$ cat src/rtl/read_axi_tracker.sv
// rtl/read_axi_tracker.sv - multi-outstanding AXI read tracker with per-ID ordered rlast generation
// Each slot holds one accepted AR; the head for an ID is the valid same-ID slot with nothing older ahead of it.
module read_axi_tracker #(
    parameter int IDWID = 4,
    parameter int LWID  = 16,
    parameter int BWID  = 4,
    parameter int SLOTS = 4,
    localparam int AWID = $clog2(SLOTS),
    localparam int CWID = $clog2(SLOTS + 1)
) (
    input  logic             clk,
    input  logic             rst,
    input  logic             arvalid,
    output logic             arready,
    input  logic [IDWID-1:0] arid,
    input  logic [LWID-1:0]  arbytes,
    input  logic             rvalid,
    input  logic             rready,
    input  logic [IDWID-1:0] rid,
    input  logic [BWID-1:0]  beatbytes,
    output logic             rlast,
    output logic             rhit,
    output logic [CWID-1:0]  outstanding,
    output logic             orphan,
    input  logic             clr_orphan
);

    logic [SLOTS-1:0] valid_q, valid_d;
    logic [IDWID-1:0] id_q     [SLOTS];
    logic [IDWID-1:0] id_d     [SLOTS];
    logic [LWID-1:0]  remain_q [SLOTS];
    logic [LWID-1:0]  remain_d [SLOTS];
    logic [AWID-1:0]  ahead_q  [SLOTS];
    logic [AWID-1:0]  ahead_d  [SLOTS];
    logic [CWID-1:0]  outstanding_q, outstanding_d;
    logic             orphan_q, orphan_d;

    logic             head_any;
    logic [AWID-1:0]  head_idx;
    logic [AWID-1:0]  free_idx;
    logic [AWID-1:0]  new_ahead;
    logic             hit, accept, consume, retire;

    // arready depends only on registered valids; a same-cycle retire never frees a slot for reuse.
    assign arready     = ~&valid_q;
    assign accept      = arvalid && arready;
    assign outstanding = outstanding_q;
    assign orphan      = orphan_q;

    always_comb begin
        head_any = 1'b0;
        head_idx = '0;
        free_idx = '0;
        for (int i = SLOTS - 1; i >= 0; i--) begin
            if (!valid_q[i]) free_idx = AWID'(i);
            if (valid_q[i] && id_q[i] == rid && ahead_q[i] == '0) begin
                head_any = 1'b1;
                head_idx = AWID'(i);
            end
        end
    end

    assign hit     = rvalid && head_any;
    assign rhit    = hit;
    assign rlast   = hit && (LWID'(beatbytes) >= remain_q[head_idx]);
    assign consume = hit && rready;
    assign retire  = consume && rlast;

    always_comb begin
        new_ahead = '0;
        for (int i = 0; i < SLOTS; i++) begin
            if (valid_q[i] && id_q[i] == arid && !(retire && AWID'(i) == head_idx))
                new_ahead = new_ahead + AWID'(1);
        end
    end

    always_comb begin
        valid_d = valid_q;
        for (int i = 0; i < SLOTS; i++) begin
            id_d[i]     = id_q[i];
            remain_d[i] = remain_q[i];
            ahead_d[i]  = ahead_q[i];
            if (retire && AWID'(i) == head_idx) begin
                valid_d[i] = 1'b0;
            end else if (retire && valid_q[i] && id_q[i] == rid) begin
                ahead_d[i] = ahead_q[i] - AWID'(1);
            end
            if (consume && !rlast && AWID'(i) == head_idx)
                remain_d[i] = remain_q[i] - LWID'(beatbytes) - LWID'(1);
        end
        if (accept) begin
            valid_d[free_idx]  = 1'b1;
            id_d[free_idx]     = arid;
            remain_d[free_idx] = arbytes;
            ahead_d[free_idx]  = new_ahead;
        end
        outstanding_d = outstanding_q + CWID'(accept) - CWID'(retire);
        // A fresh orphan beat takes priority over a same-cycle clear.
        if (rvalid && rready && !hit) orphan_d = 1'b1;
        else if (clr_orphan)          orphan_d = 1'b0;
        else                          orphan_d = orphan_q;
    end

    always_ff @(posedge clk) begin
        if (rst) begin
            valid_q       <= '0;
            outstanding_q <= '0;
            orphan_q      <= 1'b0;
            for (int i = 0; i < SLOTS; i++) begin
                id_q[i]     <= '0;
                remain_q[i] <= '0;
                ahead_q[i]  <= '0;
            end
        end else begin
            valid_q       <= valid_d;
            outstanding_q <= outstanding_d;
            orphan_q      <= orphan_d;
            for (int i = 0; i < SLOTS; i++) begin
                id_q[i]     <= id_d[i];
                remain_q[i] <= remain_d[i];
                ahead_q[i]  <= ahead_d[i];
            end
        end
    end

endmodule

$ cat config.mk
export PLATFORM = sky130hd
export DESIGN_NAME = read_axi_tracker
export DESIGN_NICKNAME = d
export VERILOG_FILES = /design/src/rtl/read_axi_tracker.sv
export SDC_FILE = /design/constraint.sdc
export NUM_CORES = 1
export LEC_CHECK = 0
export CAP_MARGIN = 10
export CORE_UTILIZATION = 60
export DETAILED_ROUTE_END_ITERATION = 8
export GPL_ROUTABILITY_DRIVEN = 0
export PLACE_DENSITY = 0.81
export SLEW_MARGIN = 0
export SYNTH_ARGS = -nofsm -noshare
export SYNTH_HDL_FRONTEND = slang
export SYNTH_SLANG_ARGS = --single-unit
export TNS_END_PERCENT = 20
$ cat constraint.sdc
create_clock -name clk -period 7 [get_ports clk]
set_input_delay 1.4 -clock clk [delete_from_list [all_inputs] [get_ports clk]]
set_output_delay 1.4 -clock clk [all_outputs]
set_load 0.1 [all_outputs]
Yosys cells after proc, flatten, opt, wreduce, memory -nomap -nowiden
Memories as Yosys holds them, arrays and structs flattened.
Cells that the tools add are included.
- bits in registers: 8
- bits in latches: 0
- bits in writable memories: 88
- ROM bits: 0
- input port bits: 34
- output and inout port bits: 7
- word-level logic and storage cells: 173
- memories kept: 3
- $add $sub $neg: 17
- $mul: 0
- divide/modulo/power cells: 0
- order comparisons: 5
- equal/unequal tests: 11
- shift operators: 0
- mux-type cells: 64
- bitwise operators: 14
- reductions and logical operators: 56
- memories (name ; depth ; bits a word ; rd ports ; clocked after memory_dff ; write ports ; line ; source):
    remain_q ; 4 ; 16 ; 5 ; 0 ; 4 ; 31 ; logic [LWID-1:0] remain_q [SLOTS];
    id_q ; 4 ; 4 ; 4 ; 0 ; 4 ; 29 ; logic [IDWID-1:0] id_q [SLOTS];
    ahead_q ; 4 ; 2 ; 4 ; 0 ; 4 ; 33 ; logic [AWID-1:0] ahead_q [SLOTS];
- operators by type and width (operator ; count):
    2-to-1 mux 16 bit ; 10
    bitwise mux 64 bit ; 1
    2-to-1 mux 64 bit ; 1
    subtractor 16 x 1 -> 16 bit (second input constant) ; 4
    subtractor 16 x 4 -> 16 bit ; 4
    2-to-1 mux 2 bit ; 24
    logical AND 1 bit ; 42
    demux 16 bit (select 2 bit) ; 1
    equality test 4 bit ; 8
    2-to-1 mux 4 bit ; 6
    bitwise mux 16 bit ; 1
    greater-or-equal comparator 4 x 16 -> 1 bit ; 1
    2-to-1 mux 1 bit ; 15
    OR 1 bit ; 12
    logical NOT 2 bit ; 5
    bitwise mux 8 bit ; 1
    demux 4 bit (select 2 bit) ; 1
    2-to-1 mux 8 bit ; 1
    subtractor 2 x 1 -> 2 bit (second input constant) ; 4
    logical NOT 1 bit ; 7
    adder 2 x 1 -> 2 bit (second input constant) ; 3
    demux 2 bit (select 2 bit) ; 1
    equality test 2 bit (first input constant) ; 2
    OR 4 bit ; 1
    other kinds (11) ; 11

Depth between registers and ports, before layout
An unclocked memory read counts as a cell.
- word-level depth: 25
- gate-level depth with buffers: 22
- mapped depth without buffers: 20

Worst setup path before layout
No wires, ideal clock.
- path kind: input port to output port
- start point: input port rid[2]
- end point: output port rlast
- arrival time: 4.334 ns
- required time: 5.600 ns
- slack: 1.266 ns
- stages on the path: 14
- buffers on the path: 1
- path through: xor2_1 -> a211oi_1 -> nand3_1 -> buf_2 -> nand2_1 -> nor3_1 -> a22o_1 -> a221oi_1 -> ha_1 -> o21ai_0 -> a21oi_1 -> o22a_1 -> o2111ai_1 -> inv_1
- word-level cells in the longest chain between the ends: 10
- elaborated cells on any way between the ends: 24
- classes of those cells: order compare: 1; eq/ne: 4; mux: 8; reduce/logical: 10; memory: 1
- RTL lines (what ; line ; source):
    from (decl) ; 19 ; input logic [IDWID-1:0] rid,
    equality test 4 bit ; 56 ; if (valid_q[i] && id_q[i] == rid && ahead_q[i] == '0) begin
    logical AND 1 bit (2 in a row) ; 56 ;
    2-to-1 mux 2 bit (4 in a row) ; 56 ;
    memory read (4 x 16 bit) ; n/a ;
    greater-or-equal comparator 4 x 16 -> 1 bit ; 65 ; assign rlast = hit && (LWID'(beatbytes) >= remain_q[head_idx]);
    logical AND 1 bit (*) ; 65 ;
    to (decl) ; 21 ; output logic rlast,
Mark *: on every way between the ends. The rest lies on a longest branch, timed or not.

Final worst setup path
Ends and elaborated chain as after synthesis.

==> qor.yml <==
critical_path:
  critPathLaunch: "rid[2]"
  critPathSlowestCell: "clkdlybuf4s50_1"
  crit_path_end_kind: "output pin"
  path_max_fanout: 7
  crit_chain: "clkdlybuf4s50_1 -> xor2_1 -> nor3_1 -> nand4_1 -> nand2_1 -> nor3_1 -> a22o_1 -> a221oi_1 -> ha_1 -> o21ai_0 -> a21oi_1 -> o22a_1 -> o2111ai_1 -> inv_1 -> buf_12"
  crit_end: "rlast"
  regToRegStartpoint: "id_q[1][3]"
  r2r_end: "ahead_q[2][0]"
  r2r_cells: 18
  regToRegSetupSlack_ns: 1.99
  worst_setup_path_start_kind: "primary input"
  path_class: "in -> out"
  cpMostUsedCell: "nor3_1"
  critPathMaxStageDelay_ns: 0.54
  cp.required_ns: 5.60
  arrival_ns: 5.16
logic_synthesis:
  synthCells: 777
  synth_ff_type: "dfxtp_1"
  synth_cell_types: 63
  syn_area_per_cell_um2: 8.11
  ys_ff_latch: 96
  syn_area_mm2: 0.00630
  syn_nets: 844
  async_flop_share_pct: 0
  synth_edf_count: 0
  ys_warn_count: 0
  yosysSeqAreaShare_pct: 30.5
cts:
  htreeDepth: 3
  clockBufferDepth: 2
  path_clk_slew_ns: 0.10
  clkLatencyLatePin_ns: 0.39
  cts.sinks: 96
  numCtsBuffers: 9
  cts_hold_buf: 0
  cts_resized: 0
  root_buffer: "clkbuf_8"
  postCtsSetupBuffers: 0
  cts_tree: "built"
sta:
  skew_ns: 0.0124
  finalHoldViolations: 0
  fin_tns_setup_ns: 0
  finalMaxSlewViolations: 0
  setup_violations: 0
  max_slew_margin_pct: 29.3
  clock.fmax_ghz: 0.152
  rsz0062_at_grt: "no"
  tightest_slew_ns: 1.06
  fin_crit_sh_pct: 93.8
  period_needed_ns: 6.56
worst_hold_path:
  min-delay-path-class: "reg -> reg"
  min-delay-start: "orphan"
power:
  switching_share_pct: 32.3
  p_leak_nw: 2.55
  switchingPower_uw: 396
  vdd_drop_max_mv: 0.0979
  power.internal_uw: 830
  powerDensity_mw_per_mm2: 176
  combPwrFrac_pct: 18.7
  p_seq_share_pct: 48.4
  clkPwrFrac_pct: 32.9
placement:
  numPortBuffers: 40
  place_hpwl_um: 13000
  place_area_mm2: 0.00674
detailed_routing:
  antenna_left: 0
  vias: 6139
  viasPerCell: 6.62
  firstDrtPassIters: 5
  avgRoutedWirePerCell_um: 19.3
  route.detailed.drc: 0
  first_iter_violations: 549
  drt_wl_total_um: 17900
floorplanning:
  initial_utilization_pct: 61.3
  die_h_um: 105
  row_count: 37
  dieArea_mm2: 0.0109
  coreArea_mm2: 0.0103
  die_x_um: 105
  ioPinCount: 41
layout:
  drive_above_1_share_pct: 5.69
  final_cell_mix: "dfxtp_1 (96), nor2_1 (86), nand2_1 (62), xor2_1 (47), a211oi_1 (42)"
  final_nets: 853
  antenna_cells: 0
  final_common_cell: "dfxtp_1"
  fin_area_mm2: 0.00695
  syn_to_final_growth_pct: 10.2
global_routing:
  antenna_found_initial: 0
  grt_pass1_vias: 5787
  grt_usage_pct: 33.2
  grt_start_max_net_pins: 99
  overflow: 0
  grt_pass1_wl_um: 28800
flow_run:
  max_cap_violations: 0
status:
  status: "finished, final reports clean"
==> cell usage after synthesis, types with 6 or more instances <==
| cell | number | area share, % |
|---|---|---|
| a211oi_1 | 42 | 5.0 |
| a21o_1 | 7 | 0.83 |
| a21oi_1 | 33 | 2.6 |
| a311oi_1 | 17 | 2.4 |
| a31oi_1 | 8 | 0.79 |
| and4_1 | 7 | 0.97 |
| clkbuf_1 | 39 | 2.3 |
| dfxtp_1 | 96 | 30 |
| ha_1 | 28 | 5.6 |
| inv_1 | 25 | 1.5 |
| mux2i_1 | 8 | 1.3 |
| nand2_1 | 62 | 3.7 |
| nand2b_1 | 10 | 0.99 |
| nand3_1 | 27 | 2.1 |
| nand4_1 | 21 | 2.1 |
| nor2_1 | 86 | 5.1 |
| nor2b_1 | 9 | 0.89 |
| nor3_1 | 20 | 1.6 |
| nor4_1 | 27 | 2.7 |
| o211ai_1 | 6 | 0.71 |
| o21ai_0 | 13 | 1.0 |
| o31ai_1 | 10 | 1.2 |
| or3_1 | 18 | 1.8 |
| or4_1 | 15 | 1.8 |
| xnor2_1 | 22 | 3.1 |
| xor2_1 | 47 | 6.5 |
==> kinds of logic (layout without fill, tap and decap cells) <==
family                     count (synthesis)  in the layout  share of synthesized area [%]
AOI/OAI and AO/OA                        167            167                           19.3
xor gates and xnor gates                  69             69                           9.59
DFF                                       96             96                           30.5
buffers and inverters                     75             89                           4.72
and+or+nand+nor                          328            328                           27.3
adders and majority gates                 33             33                           7.14
muxes                                      9              9                           1.45
==> per-stage QoR <==
stage | cells | util, % | total power [mW] | hold slack [ns] | setup WS (ns)
final | 927 | 67.6 | 1.23 | 0.485 | 0.437
after global routing | 927 | 67.6 | 1.27 | 0.512 | 0.229
after CTS | 927 | 67.6 | 1.22 | 0.489 | 0.570
after detailed placement | 911 | 65.5 | 0.829 | 0.475 | 0.561
after global placement | 911 | 65.5 | 0.821 | 0.459 | 0.762
after floorplan | 777 | - | 0.759 | 0.472 | 1.27
==> registers in the layout, indices dropped and copies added, names as in the netlist <==
signal and flops:
id_q 16, remain_q 64, orphan 1, outstanding 3
valid_q 4, ahead_q 8
==> power by group through the flow <==
stage | Clock, mW | Combinational [mW] | Sequential (mW)
final | 0.403 | 0.229 | 0.594
after global routing | 0.421 | 0.250 | 0.596
after CTS | 0.400 | 0.225 | 0.592
after detailed placement | 0 | 0.224 | 0.605
after global placement | 0 | 0.217 | 0.604
after floorplan | 0 | 0.143 | 0.616
==> worst max-delay path: cells and delay by family <==
kind                     cells  cell delay [ns]
AND/OR/NAND/NOR              4             1.13
AO/OA/AOI/OAI                6             1.15
adder cells (fa/ha/maj)      1             0.29
XOR/XNOR                     1             0.21
buffers and inverters        3             0.98
==> how the worst min path moves through the flow <==
stage	to	slack, ns	cells after the start
global placement	orphan	0.46	2
finish	orphan	0.48	2
floorplan	remain_q[2][3]	0.47	2
CTS	orphan	0.49	2
global route	orphan	0.51	2
detailed placement	orphan	0.47	2
==> per-layer routing <==
layer | part of all wire [%] | track usage, % | routed length (µm) | up-vias
met4 | 3.7 | 18.0 | 664 | 0
met2 | 47 | 54.4 | 8490 | 281
met3 | 7.2 | 4.82 | 1280 | 56
met1 | 42 | 42.0 | 7450 | 2915
li1 | - | - | - | 2887
met5 | 0 | 0 | 0 | -
==> cell type report <==
class / count / area, µm²
Tap cell: 136 / 170
Fill cell: 875 / 3330
Inverter: 25 / 93.8
Sequential cell: 96 / 1920
Clock buffer: 9 / 124
Clock inverter: 7 / 86.3
Timing Repair Buffer: 48 / 465
Multi-Input combinational cell: 606 / 4090
No activity file was read; power rests on OpenSTA's default activity.
